`config.mk`:
```
export PLATFORM = sky130hd
export DESIGN_NAME = adder_arbiter
export DESIGN_NICKNAME = d
export VERILOG_FILES = /design/src/rtl/adder_arb_pkg.sv /design/src/rtl/adder16.sv /design/src/rtl/rr_arbiter4.sv /design/src/rtl/adder_arbiter.sv
export SDC_FILE = /design/constraint.sdc
export NUM_CORES = 1
export LEC_CHECK = 0
export ABC_AREA = 1
export ABC_CLOCK_PERIOD_IN_PS = 5260
export BUFFER_PORTS_ARGS = -buffer_cell sky130_fd_sc_hd__clkbuf_2
export CAP_MARGIN = 20
export CELL_PAD_IN_SITES_DETAIL_PLACEMENT = 1
export CELL_PAD_IN_SITES_GLOBAL_PLACEMENT = 1
export CORE_ASPECT_RATIO = 0.7
export CORE_UTILIZATION = 31
export DETAILED_ROUTE_END_ITERATION = 6
export PLACE_DENSITY = 0.8
export SKIP_LAST_GASP = 1
export SLEW_MARGIN = 20
export SYNTH_ARGS = -nofsm -noshare
export SYNTH_HDL_FRONTEND = slang
export SYNTH_SLANG_ARGS = --single-unit
```
`constraint.sdc`:
```
create_clock -name clk -period 5.26 [get_ports clk]
set_input_delay 1.052 -clock clk [delete_from_list [all_inputs] [get_ports clk]]
set_output_delay 1.052 -clock clk [all_outputs]
set_load 0.02 [all_outputs]
```
`src/rtl/adder_arb_pkg.sv`:
```
// Shared constants and FSM state encoding for the adder arbiter.
package adder_arb_pkg;

    localparam int NUM_REQ = 4;
    localparam int WIDTH   = 16;
    localparam int ID_W    = 2;

    typedef enum logic {
        EMPTY = 1'b0,
        FULL  = 1'b1
    } state_t;

endpackage : adder_arb_pkg

```
`src/rtl/adder16.sv`:
```
// Existing WIDTH-bit ripple adder with carry-out; used unmodified as the datapath.
module adder16 #(
    parameter int WIDTH = 16
) (
    input  logic [WIDTH-1:0] a,
    input  logic [WIDTH-1:0] b,
    output logic [WIDTH-1:0] sum,
    output logic             cout
);

    assign {cout, sum} = {1'b0, a} + {1'b0, b};

endmodule : adder16

```
`src/rtl/rr_arbiter4.sv`:
```
// Four-way round-robin winner selection. The search begins one past the
// previous winner and wraps; grant is all-zero when nobody requests.
module rr_arbiter4 (
    input  logic [3:0] req,
    input  logic [1:0] last_grant,
    output logic [3:0] grant,
    output logic [1:0] grant_id
);

    logic [1:0] w_idx;
    logic       w_found;

    // Scan the four positions starting after last_grant and pick the first requester.
    always_comb begin
        grant    = 4'b0000;
        grant_id = 2'd0;
        w_found  = 1'b0;
        w_idx    = 2'd0;
        for (int i = 1; i <= 4; i++) begin
            w_idx = last_grant + 2'(i);
            if (!w_found && req[w_idx]) begin
                grant[w_idx] = 1'b1;
                grant_id     = w_idx;
                w_found      = 1'b1;
            end else begin
                w_found = w_found;
            end
        end
    end

endmodule : rr_arbiter4

```
`src/rtl/adder_arbiter.sv`:
```
// Shares one adder among NUM_REQ requesters. A round-robin arbiter picks one
// valid requester per cycle, its operands are added and the result is held in
// a single output register until downstream accepts it. A result can be
// drained and replaced in the same cycle, so throughput is one per cycle.
module adder_arbiter
    import adder_arb_pkg::*;
#(
    parameter int NUM_REQ = 4,
    parameter int WIDTH   = 16
) (
    input  logic                     clk,
    input  logic                     rst,
    input  logic [NUM_REQ-1:0]       req_valid,
    input  logic [NUM_REQ*WIDTH-1:0] req_a,
    input  logic [NUM_REQ*WIDTH-1:0] req_b,
    output logic [NUM_REQ-1:0]       req_ready,
    output logic                     rsp_valid,
    input  logic                     rsp_ready,
    output logic [ID_W-1:0]          rsp_id,
    output logic [WIDTH-1:0]         rsp_sum,
    output logic                     rsp_cout,
    output logic [15:0]              op_count
);

    state_t            r_state;
    logic              r_rsp_valid;
    logic [ID_W-1:0]   r_rsp_id;
    logic [WIDTH-1:0]  r_rsp_sum;
    logic              r_rsp_cout;
    logic [15:0]       r_op_count;
    logic [ID_W-1:0]   r_last_grant;

    logic [NUM_REQ-1:0] w_grant;
    logic [ID_W-1:0]    w_grant_id;
    logic               w_can_accept;
    logic               w_transfer;
    logic [WIDTH-1:0]   w_op_a;
    logic [WIDTH-1:0]   w_op_b;
    logic [WIDTH-1:0]   w_sum;
    logic               w_cout;

    rr_arbiter4 u_arb (
        .req        (req_valid),
        .last_grant (r_last_grant),
        .grant      (w_grant),
        .grant_id   (w_grant_id)
    );

    // The result register is free when empty, or when its content leaves this cycle.
    always_comb begin
        w_can_accept = 1'b0;
        if (rst) begin
            w_can_accept = 1'b0;
        end else if (r_state == EMPTY) begin
            w_can_accept = 1'b1;
        end else if (rsp_ready) begin
            w_can_accept = 1'b1;
        end else begin
            w_can_accept = 1'b0;
        end
    end

    assign req_ready  = w_can_accept ? w_grant : {NUM_REQ{1'b0}};
    assign w_transfer = |(req_valid & req_ready);

    // Steer the winner's operands onto the single shared adder.
    assign w_op_a = req_a[WIDTH*w_grant_id +: WIDTH];
    assign w_op_b = req_b[WIDTH*w_grant_id +: WIDTH];

    adder16 #(
        .WIDTH (WIDTH)
    ) u_add (
        .a    (w_op_a),
        .b    (w_op_b),
        .sum  (w_sum),
        .cout (w_cout)
    );

    // EMPTY/FULL result-holding FSM with registered response, pointer and handshake counter.
    always_ff @(posedge clk) begin
        if (rst) begin
            r_state      <= EMPTY;
            r_rsp_valid  <= 1'b0;
            r_rsp_id     <= {ID_W{1'b0}};
            r_rsp_sum    <= {WIDTH{1'b0}};
            r_rsp_cout   <= 1'b0;
            r_op_count   <= 16'd0;
            r_last_grant <= 2'd3;
        end else begin
            case (r_state)
                EMPTY: begin
                    if (w_transfer) begin
                        r_state     <= FULL;
                        r_rsp_valid <= 1'b1;
                    end else begin
                        r_state     <= EMPTY;
                        r_rsp_valid <= 1'b0;
                    end
                end
                FULL: begin
                    if (rsp_ready && !w_transfer) begin
                        r_state     <= EMPTY;
                        r_rsp_valid <= 1'b0;
                    end else begin
                        r_state     <= FULL;
                        r_rsp_valid <= 1'b1;
                    end
                end
                default: begin
                    r_state     <= EMPTY;
                    r_rsp_valid <= 1'b0;
                end
            endcase

            if (w_transfer) begin
                r_rsp_id     <= w_grant_id;
                r_rsp_sum    <= w_sum;
                r_rsp_cout   <= w_cout;
                r_last_grant <= w_grant_id;
            end else begin
                r_last_grant <= r_last_grant;
            end

            if (r_rsp_valid && rsp_ready) begin
                r_op_count <= r_op_count + 16'd1;
            end else begin
                r_op_count <= r_op_count;
            end
        end
    end

    assign rsp_valid = r_rsp_valid;
    assign rsp_id    = r_rsp_id;
    assign rsp_sum   = r_rsp_sum;
    assign rsp_cout  = r_rsp_cout;
    assign op_count  = r_op_count;

endmodule : adder_arbiter

```
# --- Word level (Yosys, flattened, before mapping) ---
# Index checks and enable logic that the tools add are counted.
word_totals:
  regBits: 38
  inputBits: 135
  out_inout_bits: 40
  word_cells: 74
op_classes:
  addsub: 5
  order_cmp: 8
  shift: 2
  mux: 34
  bitwise: 5
  reduce_logical: 14
op_table:
  columns: ["op", "count"]
  rows:
  - ["64-bit by 7-bit variable part select with 16-bit output", 2]
  - ["4-bit 2-to-1 mux", 5]
  - ["16-bit by 16-bit adder with 17-bit output", 1]
  - ["16-bit by 1-bit adder with 16-bit output (second input constant)", 1]
  - ["1-bit 2-to-1 mux", 16]
  - ["2-bit by 3-bit < comparator with 1-bit output (second input constant)", 4]
  - ["4-bit OR", 3]
  - ["1-bit logical AND", 9]
  - ["1-bit binary-select mux with 2-bit select", 4]
  - ["1-bit demux with 2-bit select", 4]
  - ["2-bit by 1-bit greater-or-equal comparator with 1-bit output (second input constant)", 4]
  - ["2-bit 2-to-1 mux", 4]
  - ["2-bit adder (second input constant)", 2]
  - ["4-bit AND", 1]
  - ["1-bit zero test", 4]
  - ["4-bit OR reduction", 1]
  - ["2-bit by 1-bit adder with 2-bit output (second input constant)", 1]
  - ["1-bit one-hot mux with 2 select lines", 1]
  - ["1-bit NOT", 1]

# --- Logic depth before layout (Yosys ltp) ---
# Gate-level depths: netlist (run 1).
logic_depth:
  depth_word: 20
  ltp_mapped: 27

# --- By module ---
# A second synthesis (run 1) with hierarchy kept.
unflattened:
  cells_unflattened: 660
  hier_area_um2: 3872.5
modules_own_cells:
  columns: ["mod", "n_inst", "cells_per_inst", "area_per_inst_um2"]
  rows:
  - ["adder_arbiter", 1, 401, 2424.8]
  - ["adder16", 1, 184, 973.4]
  - ["rr_arbiter4", 1, 75, 474.2]

# --- Worst setup path after synthesis (run 1) ---
# No wires, ideal clock.
synth_path:
  kind: "input -> register"
  start: "in req_valid[2]"
  end: "reg r_rsp_sum[12], in the netlist rsp_sum[12]"
  setup_time_ns: 0.064
  arrival_ns: 3.925
  setup_slack_ns: 1.271
  stages: 24
  n_path_buf: 1
  cell_sequence: "inv_1 -> nand2_1 -> nand3_2 -> nand2_4 -> nor2_8 -> nand2_2 -> a21oi_2 -> nand2_1 -> nand2_2 -> inv_2 -> clkbuf_1 -> o21ai_1 -> o22ai_1 -> ha_1 -> fa_1 -> a21oi_1 -> o21bai_1 -> nand2_1 -> nand2_1 -> a21o_1 -> a21oi_1 -> xor2_1 -> nor2_1 -> nor2_1"
synth_via:
  elab_chain_len: 15
  elab_cells_between_ends: 34
synth_lines:
  columns: ["element", "line_no", "rtl"]
  rows:
  - ["from (decl)", "adder_arbiter.sv:13", "input logic [NUM_REQ-1:0] req_valid,"]
  - ["branches (longest 15 deep; another with 1-bit binary-select mux with 2-bit select)", null, null]
  - ["to (signal assigned)", "adder_arbiter.sv:85", "r_rsp_sum <= {WIDTH{1'b0}};"]
  - ["to (signal assigned)", "adder_arbiter.sv:117", "r_rsp_sum <= w_sum;"]
  - ["to (decl)", "adder_arbiter.sv:28", "logic [WIDTH-1:0] r_rsp_sum;"]
# Parallel ways; which one is timed is not known. The select of a mux whose other input is x is not followed.
# A chain may end at the register's enable or synchronous reset.

# --- Worst setup path after layout (run 1) ---
layout_path:
  start: "reg r_last_grant[1]"
  end: "reg r_rsp_sum[15], in the netlist rsp_sum[15]"
layout_via:
  elab_chain_len: 16
  elab_cells_between_ends: 57
layout_lines:
  columns: ["element", "line_no", "rtl"]
  rows:
  - ["from (decl)", "adder_arbiter.sv:31", "logic [ID_W-1:0] r_last_grant;"]
  - ["from (signal assigned)", "adder_arbiter.sv:119", "r_last_grant <= w_grant_id;"]
  - ["from (signal assigned)", "adder_arbiter.sv:121", "r_last_grant <= r_last_grant;"]
  - ["branches (longest 16 deep; another with 2-bit by 1-bit adder with 2-bit output)", null, null]
# Parallel ways; which one is timed is not known. The select of a mux whose other input is x is not followed.

==> results of run 1 <==
==> cells by family after synthesis <==
group                      count (synthesis)  synth area share
and+or+nand+nor                          248             0.300
adders and majority gates                 26            0.0921
DFF                                       38             0.210
buffers and inverters                     74            0.0872
AOI/OAI and AO/OA                        176             0.272
xor gates and xnor gates                  16            0.0388
==> sequential cells by signal, summed over array words and instances, names as in the netlist <==
name and flops:
rsp_cout 1, rsp_id 2, op_count 16, r_last_grant 2
rsp_valid 1, rsp_sum 16
==> metrics by stage <==
| stage | setup TNS [ps] | hold slack (ps) | instance area [um2] |
|---|---|---|---|
| 3_3_place_gp | 0 | 453 | 4560 |
| 6_report | 0 | 475 | 4720 |
| 2_1_floorplan | 0 | 537 | 3610 |
| 4_1_cts | 0 | 479 | 4720 |
| 3_5_place_dp | 0 | 470 | 4560 |
| 5_1_grt | -12.9 | 504 | 4720 |
==> layout make-up <==
type / count / area (um2) / area share
Clock inverter: 2 / 12.5 / 0.00265
Clock buffer: 6 / 139 / 0.0295
Sequential cell: 38 / 761 / 0.161
Tap cell: 153 / 191 / 0.0406
Inverter: 48 / 180 / 0.0382
Timing Repair Buffer: 177 / 893 / 0.189
Multi-Input combinational cell: 466 / 2540 / 0.538
==> layer usage <==
layer | up-vias | track usage | wire length [um]
met5 | - | 0 | 0
met4 | 0 | 0.0421 | 114
met3 | 15 | 0.0208 | 516
met2 | 113 | 0.422 | 6800
met1 | 2168 | 0.296 | 6470
li1 | 2293 | - | -
==> worst reg2reg max path, stage by stage, from the launching register on <==
cell,delay [ps]
sky130_fd_sc_hd__dfxtp_1,600
sky130_fd_sc_hd__inv_1,290
sky130_fd_sc_hd__ha_1,410
sky130_fd_sc_hd__inv_1,100
sky130_fd_sc_hd__nand3_2,130
sky130_fd_sc_hd__nand2_4,90
sky130_fd_sc_hd__nor2_2,250
sky130_fd_sc_hd__nand2_1,90
sky130_fd_sc_hd__nand3_1,90
sky130_fd_sc_hd__o21ai_0,80
sky130_fd_sc_hd__nand2_1,120
sky130_fd_sc_hd__o21ai_4,80
sky130_fd_sc_hd__inv_2,380
sky130_fd_sc_hd__o21ai_0,180
sky130_fd_sc_hd__o22ai_1,270
sky130_fd_sc_hd__ha_1,290
sky130_fd_sc_hd__a21o_1,160
sky130_fd_sc_hd__a21oi_1,230
sky130_fd_sc_hd__o21ai_1,200
sky130_fd_sc_hd__nand3_1,110
sky130_fd_sc_hd__nand2_1,90
sky130_fd_sc_hd__nand3_1,110
sky130_fd_sc_hd__nand3_1,80
sky130_fd_sc_hd__a21oi_1,180
sky130_fd_sc_hd__nor2_1,50
==> layout by cell type (no fill, tap or decap), types with 3 or more instances in the layout <==
| master | instances |
|---|---|
| sky130_fd_sc_hd__inv_2 | 5 |
| sky130_fd_sc_hd__nand2_1 | 80 |
| sky130_fd_sc_hd__inv_1 | 43 |
| sky130_fd_sc_hd__nor3_1 | 20 |
| sky130_fd_sc_hd__a21boi_0 | 3 |
| sky130_fd_sc_hd__ha_1 | 25 |
| sky130_fd_sc_hd__nand3_1 | 25 |
| sky130_fd_sc_hd__dfxtp_1 | 38 |
| sky130_fd_sc_hd__o21ai_0 | 31 |
| sky130_fd_sc_hd__nand4_1 | 9 |
| sky130_fd_sc_hd__a21oi_1 | 35 |
| sky130_fd_sc_hd__o21bai_1 | 3 |
| sky130_fd_sc_hd__xor2_1 | 16 |
| sky130_fd_sc_hd__o21ai_1 | 59 |
| sky130_fd_sc_hd__o21a_1 | 4 |
| sky130_fd_sc_hd__clkbuf_2 | 174 |
| sky130_fd_sc_hd__clkbuf_16 | 5 |
| sky130_fd_sc_hd__buf_4 | 3 |
| sky130_fd_sc_hd__nor2_1 | 98 |
| sky130_fd_sc_hd__nand2_2 | 6 |
| sky130_fd_sc_hd__o22ai_1 | 31 |
==> worst paths after layout <==
check | slack [ps] | to | cells past startpoint
setup reg to reg | 500 | rsp_sum[15]$_SDFFE_PP0P_ | 24
setup / recovery | 500 | rsp_sum[15]$_SDFFE_PP0P_ | 24
hold / removal | 470 | op_count[15]$_SDFFE_PP0P_ | 2
hold reg to reg | 470 | op_count[15]$_SDFFE_PP0P_ | 2
==> what timing repair did <==
action / CTS / global route
endpoints found under the setup margin: 0 / 4
gates resized for setup: 0 / 1
setup buffers: 0 / 0
==> impl_results.rst, run 1 <==
.. list-table::
   :header-rows: 1

   * - Metric
     - Value
   * - Run status
     - finished, final reports clean
   * - Post-DR vias/cell
     - 5.16
   * - Synth top cells by count
     - sky130_fd_sc_hd__nor2_1, sky130_fd_sc_hd__nand2_1, sky130_fd_sc_hd__o21ai_1
   * - Shortest clock period the worst path allows after layout
     - 4760 ps
   * - Synth top area share
     - 0.210
   * - Die Area
     - 0.0121 mm2
   * - Total number of placement rows
     - 32
   * - Maximum buffer depth of the clock tree
     - 2
   * - Total buffers and inverters traversed by the critical path
     - 3
   * - Max-cap check violation count
     - 0
   * - Top Ports
     - 175
   * - Startpoint of the most critical setup path
     - r_last_grant[1]$_SDFFE_PP1P_
   * - Post-synth design cell area
     - 0.00361 mm2
   * - Clk sink count
     - 38
   * - Overall global routing resource usage
     - 0.231
   * - Routability congestion estimate from global placement
     - 0.827
   * - Portion of the post-synthesis area used by sequential elements
     - 0.210
   * - CP max FO
     - 32
   * - Starting density of the core
     - 0.324
   * - Transition time at the pin with the least slew margin
     - 776 ps
   * - Drc violations
     - 0
   * - Hold_buf cts
     - 0
   * - Leading cell types by total area after synthesis
     - sky130_fd_sc_hd__dfxtp_1, sky130_fd_sc_hd__nor2_1, sky130_fd_sc_hd__ha_1, sky130_fd_sc_hd__nand2_1, sky130_fd_sc_hd__o21ai_1
   * - Most common cell type on the critical path
     - sky130_fd_sc_hd__nand3_1
   * - Die Height
     - 92.3 um
   * - Max H-tree Level
     - 2
   * - Via count
     - 4589
   * - Fin worst setup slack
     - 503 ps
   * - Number of enable flip-flop cells after synthesis
     - 0
   * - Endpoint required time on the critical path
     - 5440 ps
   * - Unique cell type count in the Yosys netlist
     - 39
   * - Worst-skew pair later-pin latency
     - 290 ps
   * - Async SR Flop Fraction
     - 0
   * - Type of the setup path with the least slack
     - reg -> reg
   * - Post-DRT Antenna Nets
     - 0
   * - Via count of the first global-routing pass
     - 4801
   * - Final setup skew
     - 1.97 ps
   * - Net count, final
     - 897
   * - Utilization of the core after routing
     - 0.422
   * - Max Transition Viols Final
     - 0
   * - Layout cell share with drive strength beyond 1
     - 0.277
   * - Relative slew slack
     - 0.482
   * - Total routed wirelength
     - 13900 um
   * - Source of the worst hold timing path
     - op_count[15]$_SDFFE_PP0P_
   * - Worst path cell trace
     - inv_1 > ha_1 > inv_1 > nand3_2 > nand2_4 > nor2_2 > nand2_1 > nand3_1 > o21ai_0 > nand2_1 > o21ai_4 > inv_2 > o21ai_0 > o22ai_1 > ha_1 > a21o_1 > a21oi_1 > o21ai_1 > nand3_1 > nand2_1 > nand3_1 > nand3_1 > a21oi_1 > nor2_1
   * - Initial DRC Count
     - 273
   * - Average cell area after synthesis
     - 6.25 um2
   * - Non-filler instance count after layout
     - 890
   * - Area delta synth->final
     - 30.5%
   * - First-pass GRT wire length
     - 22600 um
   * - Slowest CP cell
     - sky130_fd_sc_hd__dfxtp_1
   * - R2r startpoint
     - r_last_grant[1]$_SDFFE_PP1P_
   * - Residual overflow from global routing
     - 0
   * - Number of warnings issued by yosys
     - 0
   * - Final setup viols
     - 0
   * - Total inserted antenna cells
     - 0
   * - Slowest cell delay on critical path
     - 600 ps
   * - Number of failing hold endpoints at the final stage
     - 0
   * - Area inside the core boundary
     - 0.0112 mm2
   * - Seq cells post-synth
     - 38
   * - Endpoint kind of the worst setup timing path
     - flip-flop
   * - Clk root buf
     - sky130_fd_sc_hd__clkbuf_16
   * - Number of buffers created by CTS
     - 5
   * - Fill cell total of the finished layout
     - 1545
   * - Launching element type of the critical path
     - flip-flop
   * - Number of optimization iterations in the first detailed-route pass
     - 4
   * - Gate count of the mapped netlist
     - 578
   * - Final worst-path cycle share
     - 0.904
   * - Post-Place Cells
     - 882
   * - Fmax
     - 210 MHz
   * - Syn_nets
     - 739
   * - Die X-Extent
     - 131 um
   * - Class of the tightest hold or removal check
     - reg -> reg
   * - Setup repair after global routing missed its margin
     - true
   * - CTS tree
     - done
   * - Cell taking the most area after synthesis
     - sky130_fd_sc_hd__dfxtp_1
   * - Critical path arrival
     - 4940 ps
   * - Number of antenna violations at the first check in global routing
     - 0
   * - Worst path top cell family by delay
     - compound AO/OA/AOI/OAI gates
   * - Maximum number of pins on one net before global-route repair
     - 66
   * - Port Buffer Count
     - 174
   * - Avg WL per Cell
     - 15.6 um
   * - Clock-pin slew on the worst setup and hold paths
     - 60 ps
   * - Post-placement setup slack
     - 390 ps
   * - Most instantiated library cell after synthesis
     - sky130_fd_sc_hd__nor2_1
   * - Final HPWL from detailed placement
     - 11200 um
   * - Post-synth top flop
     - sky130_fd_sc_hd__dfxtp_1
Power of run 1 is not shown: default switching activity piles up to over one toggle a cycle in this logic, so the estimate is an artifact.
==> run 2: changes to the inputs <==
- ABC_CLOCK_PERIOD_IN_PS: 5260 -> 5550
- CORE_UTILIZATION: 31 -> 33
- PLACE_DENSITY: 0.8 -> 0.85
- clock period: 5.26 -> 5.55 ns (I/O delays scaled with it)
==> impl_results.rst, run 2 (synthesis gave the netlist of run 1 again) <==
.. list-table::
   :header-rows: 1

   * - Metric
     - Value
   * - Run status
     - finished, final reports clean
   * - Endpoint required time on the critical path
     - 5760 ps (+320 ps)
   * - Max-cap check violation count
     - 0 (unchanged)
   * - Source of the worst hold timing path
     - op_count[15]$_SDFFE_PP0P_
   * - Launching element type of the critical path
     - flip-flop
   * - Setup slack of the worst register-to-register path
     - 510 ps (about the same)
   * - Starting density of the core
     - 0.344 (+0.0203)
   * - Top Ports
     - 175 (unchanged)
   * - Clock-pin slew on the worst setup and hold paths
     - 60 ps (about the same)
   * - Worst Setup EP
     - rsp_sum[12]$_SDFFE_PP0P_
   * - Maximum number of pins on one net before global-route repair
     - 66 (unchanged)
   * - R2r startpoint
     - r_last_grant[0]$_SDFFE_PP1P_
   * - Relative slew slack
     - 0.489 (+0.00747)
   * - Worst path cell trace
     - inv_2 > ha_1 > inv_1 > nand3_2 > nand2_4 > nor2_8 > nand2_1 > o21ai_0 > nand2_1 > o21ai_4 > inv_4 > o21ai_1 > o22ai_1 > ha_1 > fa_1 > a21oi_1 > o21bai_1 > nand2_1 > nand2_1 > a21o_1 > a21oi_1 > xor2_1 > nor2_1 > nor2_1
   * - Layout cell share with drive strength beyond 1
     - 0.278 (+0.00136)
   * - Class of the tightest hold or removal check
     - reg -> reg
   * - Total buffers and inverters traversed by the critical path
     - 3 (unchanged)
   * - Via count
     - 4647 (+1.3%)
   * - Critical R2R Capture
     - rsp_sum[12]$_SDFFE_PP0P_
   * - Worst path top cell family by delay
     - compound AO/OA/AOI/OAI gates
   * - Number of antenna violations at the first check in global routing
     - 0 (unchanged)
   * - Final setup skew
     - 5.79 ps (+3.82 ps)
   * - Worst-skew pair later-pin latency
     - 280 ps (about the same)
   * - Post-DRT Antenna Nets
     - 0 (unchanged)
   * - Final worst-path cycle share
     - 0.908 (+0.00362)
   * - Overall global routing resource usage
     - 0.246 (+0.0142)
   * - Maximum buffer depth of the clock tree
     - 2 (unchanged)
   * - Slowest CP cell
     - sky130_fd_sc_hd__dfxtp_1
   * - Drc violations
     - 0 (unchanged)
   * - Die Height
     - 89.6 um (-3.0%)
   * - Area delta synth->final
     - 30.8%
   * - Max Transition Viols Final
     - 0 (unchanged)
   * - Port Buffer Count
     - 174 (unchanged)
   * - Total number of placement rows
     - 31 (-3.1%)
   * - Setup repair after global routing missed its margin
     - false
   * - Final HPWL from detailed placement
     - 11000 um (-1.2%)
   * - CTS tree
     - done
   * - Shortest clock period the worst path allows after layout
     - 5040 ps (+282 ps)
   * - Area inside the core boundary
     - 0.0105 mm2 (-5.9%)
   * - Most frequent cells in the layout
     - sky130_fd_sc_hd__clkbuf_2, sky130_fd_sc_hd__nor2_1, sky130_fd_sc_hd__nand2_1, sky130_fd_sc_hd__o21ai_1, sky130_fd_sc_hd__inv_1
   * - Total routed wirelength
     - 14300 um (+2.9%)
   * - Cell depth of the worst flop-to-flop path
     - 24 (unchanged)
   * - Die X-Extent
     - 127 um (-3.0%)
   * - Initial DRC Count
     - 227 (-17%)
   * - Total inserted antenna cells
     - 0 (unchanged)
   * - Number of buffers created by CTS
     - 5 (unchanged)
   * - Transition time at the pin with the least slew margin
     - 766 ps (-10.5 ps)
   * - Die Area
     - 0.0114 mm2 (-6.0%)
   * - Fmax
     - 198 MHz (-5.6%)
   * - Via count of the first global-routing pass
     - 4793 (-0.17%)
   * - Clk root buf
     - sky130_fd_sc_hd__clkbuf_16
   * - Number of failing hold endpoints at the final stage
     - 0 (unchanged)
   * - Most frequent standard cell in the layout excluding fill and tap cells
     - sky130_fd_sc_hd__clkbuf_2
   * - Startpoint of the most critical setup path
     - r_last_grant[0]$_SDFFE_PP1P_
   * - First-pass GRT wire length
     - 22800 um (+0.92%)
   * - Critical path depth in cells
     - 24 (unchanged)
   * - Setup Buffers After CTS
     - 0 (unchanged)
   * - Avg WL per Cell
     - 16.2 um (+3.5%)
   * - Final setup viols
     - 0 (unchanged)
   * - Routability congestion estimate from global placement
     - 0.850 (+2.8%)
   * - Number of optimization iterations in the first detailed-route pass
     - 4 (unchanged)
   * - Max H-tree Level
     - 2 (unchanged)
   * - Residual overflow from global routing
     - 0 (unchanged)
   * - Net count, final
     - 897 (unchanged)
   * - Endpoint kind of the worst setup timing path
     - flip-flop
   * - Post-route setup TNS
     - 0 ps (unchanged)
   * - Post-DR vias/cell
     - 5.25 (+1.8%)
   * - Type of the setup path with the least slack
     - reg -> reg
   * - Clk sink count
     - 38 (unchanged)
   * - Critical path arrival
     - 5250 ps (+310 ps)
   * - Slowest cell delay on critical path
     - 580 ps (-20 ps)
   * - Most common cell type on the critical path
     - sky130_fd_sc_hd__nand2_1
   * - CP max FO
     - 32 (unchanged)
==> run 2: worst reg2reg max path: stages, from the launching register on <==
cell                       delay [ps]
sky130_fd_sc_hd__dfxtp_1          580
sky130_fd_sc_hd__inv_2            200
sky130_fd_sc_hd__ha_1             380
sky130_fd_sc_hd__inv_1             90
sky130_fd_sc_hd__nand3_2          120
sky130_fd_sc_hd__nand2_4           90
sky130_fd_sc_hd__nor2_8           190
sky130_fd_sc_hd__nand2_1          120
sky130_fd_sc_hd__o21ai_0          260
sky130_fd_sc_hd__nand2_1          240
sky130_fd_sc_hd__o21ai_4          290
sky130_fd_sc_hd__inv_4            260
sky130_fd_sc_hd__o21ai_1          150
sky130_fd_sc_hd__o22ai_1          100
sky130_fd_sc_hd__ha_1             250
sky130_fd_sc_hd__fa_1             420
sky130_fd_sc_hd__a21oi_1          190
sky130_fd_sc_hd__o21bai_1         110
sky130_fd_sc_hd__nand2_1           70
sky130_fd_sc_hd__nand2_1          140
sky130_fd_sc_hd__a21o_1           230
sky130_fd_sc_hd__a21oi_1          170
sky130_fd_sc_hd__xor2_1           170
sky130_fd_sc_hd__nor2_1            50
sky130_fd_sc_hd__nor2_1           120
==> run 2: stage by stage <==
step           area [um2]  hold slack, ps  std cells  setup slack, ps  utilization
2_1_floorplan        3610             537        578             1500            -
3_3_place_gp         4550             452        876              436        0.433
3_5_place_dp         4550             462        876              136        0.433
4_1_cts              4720             481        884              111        0.449
5_1_grt              4730             496        885              111        0.450
6_report             4730             475        885              511        0.450
==> run 2: how the worst min path moves through the flow <==
stage	endpoint	slack, ps	cells after the start
floorplan	op_count[15]$_SDFFE_PP0P_	540	2
global placement	op_count[15]$_SDFFE_PP0P_	450	2
detailed placement	rsp_id[0]$_SDFFE_PP0P_	460	2
CTS	op_count[15]$_SDFFE_PP0P_	480	2
global route	rsp_id[1]$_SDFFE_PP0P_	500	2
finish	op_count[15]$_SDFFE_PP0P_	480	2
==> run 2: timing repair <==
action | 4_1_cts | 5_1_grt
hold buffers | 0 | 0
resized for setup | 0 | 3
setup endpoints to repair | 0 | 11
==> run 2: layout make-up <==
type	instances	area [um2]
multi-input cells	467	2550
clock buffers	5	125
fillers	1468	5780
inverters	48	183
clock inverters	3	40.0
flip-flops and latches	38	762
repair buffers	176	886
well taps	148	185
==> run 2: layer usage <==
metal	vias up	global-route usage	wire, um
met4	0	0.0552	268
met1	2191	0.309	6650
li1	2306	-	-
met5	-	0	0
met3	24	0.0251	605
met2	126	0.459	6780
Power of run 2 is left out for the same reason.
==> run 3: changes to the inputs <==
- BUFFER_PORTS_ARGS: -buffer_cell sky130_fd_sc_hd__clkbuf_2 -> -buffer_cell sky130_fd_sc_hd__buf_2
- RECOVER_POWER: not set -> 100
==> impl_results.rst, run 3 (synthesis gave the netlist of run 1 again) <==
.. list-table::
   :header-rows: 1

   * - Metric
     - Value
   * - Run status
     - finished, violations left
   * - Failing checks
     - capacitance limit, slew limit
   * - Max-cap check violation count
     - 1 (+1)
   * - Total buffers and inverters traversed by the critical path
     - 3 (unchanged)
   * - Final HPWL from detailed placement
     - 10900 um (-1.2%)
   * - Worst path cell trace
     - inv_2 > ha_1 > inv_1 > nand3_2 > nand2_4 > nor2_8 > nand2_1 > o21ai_0 > nand2_1 > o21ai_4 > inv_4 > o21ai_0 > o22ai_1 > ha_1 > fa_1 > a21oi_1 > o21bai_1 > nand2_1 > nand2_1 > a21o_1 > a21oi_1 > xor2_1 > nor2_1 > nor2_1
   * - Most common cell type on the critical path
     - sky130_fd_sc_hd__nand2_1
   * - Setup slack of the worst register-to-register path
     - 570 ps (+60 ps)
   * - Cell depth of the worst flop-to-flop path
     - 24 (unchanged)
   * - Type of the setup path with the least slack
     - reg -> reg
   * - Drc violations
     - 0 (unchanged)
   * - Endpoint kind of the worst setup timing path
     - flip-flop
   * - Fin worst setup slack
     - 575 ps (+63.6 ps)
   * - Post-Route Hold Slack
     - 475 ps (-0.364 ps)
   * - Clk root buf
     - sky130_fd_sc_hd__clkbuf_16
   * - Residual overflow from global routing
     - 0 (unchanged)
   * - Die Area
     - 0.0114 mm2 (unchanged)
   * - Clk sink count
     - 38 (unchanged)
   * - Launching element type of the critical path
     - flip-flop
   * - Number of antenna violations at the first check in global routing
     - 0 (unchanged)
   * - Routability congestion estimate from global placement
     - 0.850 (about the same)
   * - Die X-Extent
     - 127 um (unchanged)
   * - Class of the tightest hold or removal check
     - reg -> reg
   * - Critical R2R Capture
     - rsp_sum[12]$_SDFFE_PP0P_
   * - Maximum number of pins on one net before global-route repair
     - 66 (unchanged)
   * - Relative slew slack
     - -0.0882 (-0.578)
   * - Fill cell total of the finished layout
     - 1466 (-0.14%)
   * - First-pass GRT wire length
     - 22200 um (-2.6%)
   * - Number of buffers created by CTS
     - 5 (unchanged)
   * - Via count
     - 4655 (+0.17%)
   * - Max H-tree Level
     - 2 (unchanged)
   * - Worst path top cell family by delay
     - compound AO/OA/AOI/OAI gates
   * - Post-DR vias/cell
     - 5.26 (+0.17%)
   * - Setup Buffers After CTS
     - 0 (unchanged)
   * - Area inside the core boundary
     - 0.0105 mm2 (unchanged)
   * - Transition time at the pin with the least slew margin
     - 1630 ps (+860 ps)
   * - Source of the worst hold timing path
     - op_count[15]$_SDFFE_PP0P_
   * - Via count of the first global-routing pass
     - 4650 (-3.0%)
   * - Hold Path Stages
     - 2 (unchanged)
   * - Area of the multi-input gates
     - 0.00254 mm2 (-0.39%)
   * - Avg WL per Cell
     - 15.7 um (-2.8%)
   * - Most frequent standard cell in the layout excluding fill and tap cells
     - sky130_fd_sc_hd__buf_2
   * - Slowest cell delay on critical path
     - 580 ps (about the same)
   * - Critical path arrival
     - 5190 ps (-60 ps)
   * - Post-placement setup slack
     - 204 ps (+67.9 ps)
   * - Layout cell share with drive strength beyond 1
     - 0.220 (-0.0583)
   * - Overall global routing resource usage
     - 0.240 (-0.00606)
   * - Shortest clock period the worst path allows after layout
     - 4980 ps (-63.6 ps)
   * - Initial DRC Count
     - 266 (+17%)
   * - Slowest CP cell
     - sky130_fd_sc_hd__dfxtp_1
   * - Number of optimization iterations in the first detailed-route pass
     - 4 (unchanged)
   * - Final setup skew
     - 5.20 ps (-0.596 ps)
   * - Total cell area at the placement stage
     - 0.00455 mm2 (unchanged)
   * - CTS tree
     - done
   * - CP max FO
     - 32 (unchanged)
   * - Total inserted antenna cells
     - 0 (unchanged)
   * - Endpoint required time on the critical path
     - 5760 ps (about the same)
   * - Area of all placed cells without fillers
     - 0.00465 mm2 (-1.6%)
   * - Critical path depth in cells
     - 24 (unchanged)
   * - Final worst-path cycle share
     - 0.896 (-0.0115)
   * - Area delta synth->final
     - 28.7%
   * - Post-route setup TNS
     - 0 ps (unchanged)
   * - Maximum buffer depth of the clock tree
     - 2 (unchanged)
   * - Setup repair after global routing missed its margin
     - false
   * - Most frequent cells in the layout
     - sky130_fd_sc_hd__buf_2, sky130_fd_sc_hd__nor2_1, sky130_fd_sc_hd__nand2_1, sky130_fd_sc_hd__o21ai_1, sky130_fd_sc_hd__inv_1
   * - Post-DRT Antenna Nets
     - 0 (unchanged)
   * - R2r startpoint
     - r_last_grant[0]$_SDFFE_PP1P_
   * - Die Height
     - 89.6 um (unchanged)
   * - Number of failing hold endpoints at the final stage
     - 0 (unchanged)
   * - Final setup viols
     - 0 (unchanged)
   * - Net count, final
     - 897 (unchanged)
   * - Sequential cell area in the final layout
     - 762 um2 (unchanged)
   * - Top Ports
     - 175 (unchanged)
   * - Max Transition Viols Final
     - 27 (+27)
   * - Starting density of the core
     - 0.344 (unchanged)
   * - Total routed wirelength
     - 13900 um (-2.8%)
   * - Clock-pin slew on the worst setup and hold paths
     - 60 ps (about the same)
   * - Fmax
     - 201 MHz (+1.3%)
   * - Worst-skew pair later-pin latency
     - 280 ps (about the same)
   * - End of the worst hold path
     - op_count[15]$_SDFFE_PP0P_
   * - Port Buffer Count
     - 174 (unchanged)
   * - Total number of placement rows
     - 31 (unchanged)
## run 3: changes by cell type in the layout (fill, tap and decap cells not counted), moves of 8 or more
| cell | before | now |
|---|---|---|
| sky130_fd_sc_hd__o21ai_0 | 32 | 40 |
| sky130_fd_sc_hd__clkbuf_2 | 174 | 0 |
| sky130_fd_sc_hd__buf_2 | 0 | 134 |
| sky130_fd_sc_hd__clkbuf_1 | 0 | 41 |
| sky130_fd_sc_hd__o21ai_1 | 58 | 50 |
## run 3: repair_timing
action                                 in CTS  in global routing
gates resized for setup                     0                  4
setup endpoints to repair                   0                  9
hold buffers                                0                  0
endpoints found under the hold margin       0                  0
## run 3: final cells by class
| class | instances | area share |
|---|---|---|
| tap | 148 | 0.0398 |
| inverter | 48 | 0.0393 |
| clock buffer | 7 | 0.0307 |
| sequential | 38 | 0.164 |
| timing repair buffer | 176 | 0.180 |
| multi-input combinational | 467 | 0.546 |
| clock inverter | 1 | 0.00108 |
## run 3: tightest hold or removal path, stage by stage (launching register included)
cell	delay (ps)
sky130_fd_sc_hd__dfxtp_1	310
sky130_fd_sc_hd__inv_1	60
sky130_fd_sc_hd__a21oi_1	60
## run 3: routing by layer
layer | vias up | global-route usage | part of all wire
met2 | 135 | 0.442 | 0.47
met3 | 14 | 0.0251 | 0.052
met4 | 0 | 0.0487 | 0.010
met1 | 2211 | 0.306 | 0.47
li1 | 2295 | - | -
met5 | - | 0 | 0
## run 3: worst max-delay path by stage
stage / start / endpoint
floorplan: req_valid[2] / rsp_sum[12]$_SDFFE_PP0P_
global placement: req_valid[2] / rsp_sum[15]$_SDFFE_PP0P_
detailed placement: req_valid[2] / rsp_sum[15]$_SDFFE_PP0P_
CTS: r_last_grant[1]$_SDFFE_PP1P_ / rsp_sum[15]$_SDFFE_PP0P_
global route: r_last_grant[0]$_SDFFE_PP1P_ / rsp_sum[11]$_SDFFE_PP0P_
finish: r_last_grant[0]$_SDFFE_PP1P_ / rsp_sum[12]$_SDFFE_PP0P_
## run 3: through the flow
step,instances,utilization
6_report,885,0.442
3_5_place_dp,876,0.433
4_1_cts,884,0.447
5_1_grt,885,0.442
3_3_place_gp,876,0.433
2_1_floorplan,578,-
Power of run 3 is left out for the same reason.
